### config.mk
export PLATFORM = sky130hd
export DESIGN_NAME = lfsr_hs_dualrail
export DESIGN_NICKNAME = d
export VERILOG_FILES = /design/src/rtl/lfsr_hs_dualrail.sv
export SDC_FILE = /design/constraint.sdc
export NUM_CORES = 1
export LEC_CHECK = 0
export BUFFER_PORTS_ARGS = -buffer_cell sky130_fd_sc_hd__buf_2
export CAP_MARGIN = 20
export CORE_MARGIN = 8
export CORE_UTILIZATION = 40
export DETAILED_ROUTE_END_ITERATION = 6
export GPL_ROUTABILITY_DRIVEN = 0
export PLACE_DENSITY = 0.69
export SLEW_MARGIN = 20
export SYNTH_ARGS = -nofsm -noshare
export SYNTH_HDL_FRONTEND = slang
export SYNTH_SLANG_ARGS = --single-unit
### constraint.sdc
create_clock -name clk -period 1.7 [get_ports clk]
set_input_delay 0.17 -clock clk [delete_from_list [all_inputs] [get_ports clk]]
set_output_delay 0.17 -clock clk [all_outputs]
set_load 0.005 [all_outputs]
### src/rtl/lfsr_hs_dualrail.sv
// Maximal-length LFSR stepped once per four-phase req/ack transaction.
// Each word is presented on dual rails, with a return to spacer between transactions.
module lfsr_hs_dualrail #(
    parameter int                 WIDTH       = 3,
    parameter int                 MODE        = 0,
    parameter logic [WIDTH-1:0]   TAPS        = 3'b110,
    parameter logic [WIDTH-1:0]   GPOLY       = 3'b011,
    parameter logic [WIDTH-1:0]   SEED        = 3'b001,
    parameter int                 SYNC_STAGES = 2
) (
    input  logic             clk,
    input  logic             rst,
    input  logic             req,
    output logic             ack,
    output logic [WIDTH-1:0] data0,
    output logic [WIDTH-1:0] data1,
    input  logic             load,
    input  logic [WIDTH-1:0] seed_in,
    output logic             wrap
);

    // state | meaning
    // IDLE  | spacer on rails, ack low; waits for req_s and accepts load
    // VALID | word on rails, ack rises on the next edge
    // HOLD  | word and ack held until req_s falls
    // RTZ   | rails back at spacer, ack falls on the next edge
    localparam logic [1:0] IDLE  = 2'd0;
    localparam logic [1:0] VALID = 2'd1;
    localparam logic [1:0] HOLD  = 2'd2;
    localparam logic [1:0] RTZ   = 2'd3;

    logic [1:0]             fsm;
    logic [SYNC_STAGES-1:0] sync;
    logic                   req_s;
    logic [WIDTH-1:0]       state;
    logic [WIDTH-1:0]       start;
    logic [WIDTH-1:0]       fib_next;
    logic [WIDTH-1:0]       gal_next;
    logic [WIDTH-1:0]       raw_next;
    logic [WIDTH-1:0]       nxt;
    logic [WIDTH-1:0]       seed_g;

    always_ff @(posedge clk or posedge rst) begin
        if (rst) begin
            sync <= '0;
        end else begin
            sync[0] <= req;
            for (int i = 1; i < SYNC_STAGES; i++) begin
                sync[i] <= sync[i-1];
            end
        end
    end

    assign req_s = sync[SYNC_STAGES-1];

    // A zero state would lock the register up, so it is replaced by SEED.
    always_comb begin
        fib_next = {state[WIDTH-2:0], ^(state & TAPS)};
        gal_next = {state[WIDTH-2:0], 1'b0} ^ ({WIDTH{state[WIDTH-1]}} & GPOLY);
        raw_next = (MODE != 0) ? gal_next : fib_next;
        nxt      = (raw_next == '0) ? SEED : raw_next;
        seed_g   = (seed_in == '0) ? SEED : seed_in;
    end

    always_ff @(posedge clk or posedge rst) begin
        if (rst) begin
            fsm   <= IDLE;
            state <= SEED;
            start <= SEED;
            ack   <= 1'b0;
            data0 <= '0;
            data1 <= '0;
            wrap  <= 1'b0;
        end else begin
            case (fsm)
                IDLE: begin
                    // req_s has priority over load in the same cycle.
                    if (req_s) begin
                        state <= nxt;
                        data1 <= nxt;
                        data0 <= ~nxt;
                        wrap  <= (nxt == start);
                        fsm   <= VALID;
                    end else if (load) begin
                        state <= seed_g;
                        start <= seed_g;
                    end
                end
                VALID: begin
                    ack <= 1'b1;
                    fsm <= HOLD;
                end
                HOLD: begin
                    if (!req_s) begin
                        data0 <= '0;
                        data1 <= '0;
                        wrap  <= 1'b0;
                        fsm   <= RTZ;
                    end
                end
                RTZ: begin
                    ack <= 1'b0;
                    fsm <= IDLE;
                end
                default: fsm <= IDLE;
            endcase
        end
    end

endmodule

Word-level counts from Yosys, hierarchy flattened. Cells that the tools add are included.

Input bits: 7. Register bits after elaboration: 18. Word-level logic and storage cells: 43. Output and inout bits: 8.

Bitwise logic cells: 2. Reductions and logical operators: 11. Multiplexer cells: 16. Equality and inequality tests: 6.

Operators by type and width (number): two-way mux 3 bit (7); one-hot mux 3 bit (2 select lines) (2); one-hot mux 2 bit (4 select lines) (1); logical NOT 3 bit (2); AND reduction 3 bit (2); nonzero test 2 bit (3); equality test 2 bit (second input constant) (2); two-way mux 2 bit (2); != test 2 bit (second input constant) (2); one-hot mux 1 bit (2 select lines) (2); AND reduction 2 bit (2); equality test 3 bit (1); inverter 3 bit (1); parity 3 bit (1); equality test 2 x 1 -> 1 bit (second input constant) (1); logical NOT 2 bit (1); two-way mux 1 bit (2); inverter 1 bit (1).

Depth between registers and ports, before layout. Gate-level depths: netlist of the first run.

Word-level depth: 6. Mapped depth: 6. Depth with buffers taken out: 5.

Worst setup path before layout of the first run. OpenSTA, ideal clock, no wires.

Path type: reg2reg. From: reg fsm[0]. To: reg data0[1]. Arrival time: 1.561 ns. Buffers on the path: 1. Clock period less this slack: 1.685 ns. Stages on the path, launching flop included: 7. Setup slack: 0.015 ns. Setup time: 0.125 ns. Cells stage by stage: dfrtp_1 -> inv_1 -> ha_1 -> buf_2 -> nand3b_1 -> a21boi_2 -> mux2_2.

Word-level cells in the longest chain between the ends: 3.

RTL lines: start, declared (line 32) `logic [1:0] fsm;`; start signal, assigned (line 67) `fsm <= IDLE;`; start signal, assigned (line 83) `fsm <= VALID;`; start signal, assigned (line 91) `fsm <= HOLD;`; equality test 2 bit / logical NOT 2 bit (equally long branches) (line 75) `case (fsm)`; != test 2 bit (no line) / nonzero test 2 bit (equally long branches); AND reduction 3 bit (no line); end signal, assigned (line 81) `data0 <= ~nxt;`; end, declared (line 15) `output logic [WIDTH-1:0] data0,`.

Parallel ways exist; a longest one is shown, timed or not. A chain may end at the register's enable or synchronous reset.

Worst setup path after layout of the first run.
From: reg fsm[0]. To: reg data0[2].

Same word-level chain as after synthesis.

==> results of run 1 <==
==> worst max-delay path, stage by stage (launching register included) <==
cell	delay, ps
dfrtp_1	420
inv_1	90
ha_2	220
nand3b_1	140
a21boi_4	250
mux2_2	350
==> cell families after synthesis <==
kind of cell | synth area share (%)
and+or+nand+nor | 12.0
xor gates and xnor gates | 2.02
buffers and inverters | 3.76
muxes | 10.3
AOI/OAI and AO/OA | 13.9
DFF | 52.3
adders and majority gates | 5.78
==> power groups by stage <==
stage | logic, mW | registers [mW] | clock network (mW)
after CTS | 0.812 | 0.761 | 0.228
after floorplan | 0.577 | 0.751 | 0
after detailed placement | 0.806 | 0.771 | 0
after global placement | 0.781 | 0.765 | 0
final | 0.820 | 0.762 | 0.217
after global routing | 0.929 | 0.793 | 0.246
==> cells in the final DEF, fill, tap and decap left out, drive strengths merged, types with 2 or more instances in the layout <==
cell,instances
nor2b,3
buf,18
xor2,2
nor2,5
nand2,5
inv,3
mux2,7
clkbuf,4
dfstp,2
a21o,2
a22o,4
ha,4
dfrtp,16
o21ai,3
dlygate4sd3,2
nand3b,2
==> metrics by stage <==
step	area [um^2]	power [mW]	hold slack (ps)	cells	setup slack [ps]
after floorplan	866	1.33	107	72	14.7
after global placement	980	1.55	281	115	132
after detailed placement	980	1.58	280	115	80.0
after CTS	1030	1.80	138	121	47.9
after global routing	1040	1.97	139	121	15.8
final	1040	1.80	144	121	107
==> layout make-up <==
type	count	area, um^2	share of cell area [%]
clock buffer	4	26.3	2.54
inverter	3	11.3	1.09
multi-input combinational	48	390	37.7
sequential	18	453	43.7
tap	28	35.0	3.38
timing repair buffer	20	120	11.6
==> per-layer routing <==
layer	global-route usage (%)	up-vias	share of wire (%)
li1	-	297	-
met5	0	-	0
met3	4.66	5	5.7
met2	13.6	15	45
met1	9.29	286	47
met4	3.42	0	1.4
==> registers in the layout (all words and copies together), names as in the netlist <==
signal / count
data0: 3
state: 3
start: 3
ack: 1
sync: 2
wrap: 1
data1: 3
fsm: 2
==> final timing paths <==
kind | from | to | slack [ps] | depth (start not counted)
worst max-delay path | fsm[0] | data0[2] | 110 | 5
worst min-delay path | seed_in[1] | start[1] | 140 | 2
worst max register to register | fsm[0] | data0[2] | 110 | 5
worst min register to register | sync[0] | sync[1] | 360 | 0
max in group asynchronous | rst | state[1] | 760 | 3
min in group asynchronous | rst | data1[1] | 510 | 3
==> repair_timing <==
action	4_1_cts	5_1_grt
resized for setup	0	2
endpoints found under the setup margin	0	4
hold endpoints to repair	17	0
hold buffers	2	0
==> run_results.csv, run 1 <==
group,metric,value,unit
power,pwr-share-seq,42.4,%
placement,io_buffers,14,
global_routing,grt_pass1_vias,618,
power,p_per_area,1740,mW/mm^2
sta,min_period,1590,ps
synthesis,synth-async-reset-ratio,100,%
cells_and_area,fin_util,48.7,%
clock_network,cts_num_sinks,18,
worst_hold_path,hp-class,"in -> reg",
cells_and_area,drive_above_1_share,35.5,%
die,fp.coreArea,0.00213,mm^2
run_status,status,"finished, final reports clean",
synthesis,synthTopCellsByCount,"dfrtp_1 (16), mux2_2 (7), nand2_1 (5), nor2_1 (5)",
drt,dr.pass1.iters,4,
synthesis,synth_top_area_cell,"dfrtp_1",
clock_network,htreeDepth,1,
clock_network,cts.path.max_buffers,2,
power,sw_frac_of_total,34.8,%
global_routing,grt_pass1_wl,2730,um
die,dieArea,0.00391,mm^2
power,p_int,1.17,mW
placement,place_hpwl,1150,um
critical_path,required,1890,ps
drt,ant_nets,0,
sta,relSlewSlack,55.6,%
synthesis,synth_top_cell_area_share,46.2,%
drt,drc_errors,0,
die,start_util,40.7,%
global_routing,gr-usage-all-layers,8.55,%
synthesis,yosysUniqueCellTypes,26,
synthesis,synth_flop_cell,"dfrtp_1",
synthesis,netlist_area,866,um^2
drt,first_iter_violations,14,
power,p_comb_share,45.6,%
power,leakage,0.517,nW
power,ir_drop,1010,uV
synthesis,synth_edf_count,0,
global_routing,antenna_found_initial,0,
synthesis,synth_most_common_cell,"dfrtp_1",
sta,rsz0062_at_grt,"no",
cells_and_area,fin_nets,105,
die,die_y,62.5,um
drt,routed_via_density,4.98,
power,clkPwrFrac,12.0,%
drt,post_drt_wl_per_cell,12.4,um
clock_network,clk_pin_slew_worst_paths,100,ps
critical_path,worst_setup_path_start_kind,"register",
critical_path,critPathMaxFanout,5,
sta,fmax,0.628,GHz
synthesis,syn_avg_cell_area,12.0,um^2
die,placementRows,17,
cells_and_area,fillerInstances,197,
sta,finClkSkew,7.71,ps
sta,report.final.slew_viol_count,0,
die,ioPinCount,15,
job,drv_cap,0,
clock_network,worst_skew_pair.late_latency,290,ps
cells_and_area,areaGrowthSynthToFinish,19.7,%
global_routing,grt_overflow_total,0,
clock_network,cts_root_buf,"clkbuf_4",
synthesis,synth_cells,72,
critical_path,criticalPathCategory,"reg -> reg",
global_routing,grt_max_degree,19,
drt,wirelength,1500,um
synthesis,synth_area_leaders,"dfrtp_1 (46%), mux2_2 (9.1%), dfstp_2 (6.1%), ha_1 (5.8%), a22o_1 (4.0%)",
critical_path,crit_path_end_kind,"register",
sta,fin_crit_sh,93.7,%
sta,fin_tns_setup,0,ps
clock_network,cts_tree,"done",
sta,hold_viol_final,0,
cells_and_area,antenna_cells,0,
sta,finalSetupViolations,0,
synthesis,ys_seq_elements,18,
synthesis,ys_warn_count,0,
power,netSwitchingPower,0.626,mW
synthesis,syn_nets,83,
die,fp.dieW,62.5,um
synthesis,synth-seq-area-share,52.3,%
drt,vias,603,
critical_path,worstPathArrival,1780,ps
clock_network,cts_setup_buffers,0,
sta,tightest_slew,665,ps
clock_network,cts_buffers,3,
Power figures use the tool's default switching activity.
==> inputs of run 2 (changes only) <==
REMOVE_ABC_BUFFERS = 1   (was not set)
==> run_results.csv, run 2 (synthesis results as in run 1) <==
group,metric,value,unit
job,drv_cap,0,
global_routing,antenna_found_initial,0,
sta,fmax,0.624,GHz
clock_network,cts_num_sinks,18,
die,fp.coreArea,0.00213,mm^2
critical_path,worst_setup_path_start_kind,"register",
sta,tightest_slew,681,ps
global_routing,grt_max_degree,19,
sta,min_period,1600,ps
placement,io_buffers,14,
power,leakage,0.516,nW
sta,relSlewSlack,54.6,%
critical_path,worstPathArrival,1790,ps
drt,dr.pass1.iters,4,
drt,vias,603,
clock_network,htreeDepth,1,
power,p_per_area,1730,mW/mm^2
run_status,status,"finished, final reports clean",
drt,wirelength,1530,um
clock_network,cts.path.max_buffers,2,
critical_path,criticalPathCategory,"reg -> reg",
die,die_y,62.5,um
drt,post_drt_wl_per_cell,12.7,um
sta,layout_setup_ws,98.2,ps
cells_and_area,fin_nets,105,
critical_path,crit_path_end_kind,"register",
sta,report.final.slew_viol_count,0,
sta,finClkSkew,3.09,ps
drt,met1_length,701,um
drt,drc_errors,0,
clock_network,cts_buffers,3,
drt,routed_via_density,5.03,
clock_network,cts_root_buf,"clkbuf_4",
cells_and_area,areaGrowthSynthToFinish,19.2,%
placement,place_hpwl,1140,um
cells_and_area,layout_commonest_cell,"dfrtp_1",
die,fp.dieW,62.5,um
drt,route.met2.wl,691,um
die,ioPinCount,15,
clock_network,worst_skew_pair.late_latency,290,ps
cells_and_area,design_area,0.00103,mm^2
cells_and_area,most-common-layout-cells,"dfrtp_1 (16), buf_2 (14), mux2_2 (7)",
placement,place_ws,68.1,ps
drt,met3_length,111,um
sta,rsz0062_at_grt,"no",
global_routing,grt_overflow_total,0,
die,start_util,40.7,%
global_routing,grt_pass1_vias,657,
sta,hold_viol_final,0,
global_routing,grt_pass1_wl,2870,um
cells_and_area,drive_above_1_share,35.9,%
drt,ant_nets,0,
critical_path,critPathMaxFanout,5,
global_routing,gr-usage-all-layers,8.73,%
power,ir_drop,833,uV
worst_hold_path,hp-class,"in -> reg",
critical_path,required,1880,ps
sta,fin_crit_sh,94.2,%
die,placementRows,17,
placement,placed_cell_area,980,um^2
drt,top_layer_used,"met4",
clock_network,cts_setup_buffers,0,
drt,first_iter_violations,11,
clock_network,clk_pin_slew_worst_paths,90,ps
die,dieArea,0.00391,mm^2
cells_and_area,antenna_cells,0,
clock_network,cts_tree,"done",
sta,finalSetupViolations,0,
run 2: changes by cell type in the layout (fill, tap and decap cells not counted), sizes merged:
cell    previous run  this run
clkbuf             4         3
run 2: layout make-up:
class / instances / area [um^2]
repair buffers: 20 / 120
inverters: 3 / 11.3
flip-flops and latches: 18 / 453
well taps: 28 / 35.0
clock buffers: 3 / 22.5
fillers: 202 / 1090
multi-input cells: 48 / 390
run 2: worst max-delay path: stages, from the launching register on:
cell,delay [ps]
dfrtp_1,420
inv_1,100
ha_2,230
nand3b_1,140
a21boi_4,250
mux2_2,350
run 2: stage by stage:
| stage | total power, mW | setup TNS, ps | std cells | util (%) | hold WS, ps |
|---|---|---|---|---|---|
| final | 1.78 | 0 | 120 | 48.5 | 141 |
| after global placement | 1.55 | 0 | 115 | 46.1 | 282 |
| after global routing | 1.96 | 0 | 120 | 48.5 | 150 |
| after detailed placement | 1.57 | 0 | 115 | 46.1 | 285 |
| after CTS | 1.79 | 0 | 120 | 48.1 | 134 |
| after floorplan | 1.30 | -193 | 69 | - | 107 |
run 2: power breakdown:
| part | switching, mW | total, mW | internal [mW] |
|---|---|---|---|
| Sequential | 0.135 | 0.763 | 0.629 |
| Combinational | 0.363 | 0.815 | 0.453 |
| Clock | 0.122 | 0.204 | 0.0824 |
| Total | 0.619 | 1.78 | 1.16 |
run 2: path summary, 6_finish.rpt:
| check | from | end | slack [ps] | depth (start not counted) |
|---|---|---|---|---|
| hold / removal | seed_in[1] | start[1] | 140 | 2 |
| setup reg to reg | fsm[0] | data1[2] | 100 | 5 |
| max in group asynchronous | rst | sync[0] | 760 | 3 |
| setup / recovery | fsm[0] | data1[2] | 100 | 5 |
| min in group asynchronous | rst | data0[1] | 510 | 3 |
| hold reg to reg | sync[0] | sync[1] | 360 | 0 |
run 2: layer usage:
layer	up-vias	GRT usage, %
met5	-	0
met4	0	2.85
met3	5	4.48
met2	15	14.0
met1	288	9.80
li1	295	-
run 2: repair_timing:
item / in CTS / in global routing
hold buffers: 2 / 0
setup endpoints to repair: 0 / 4
hold endpoints to repair: 17 / 0
gates resized for setup: 0 / 2
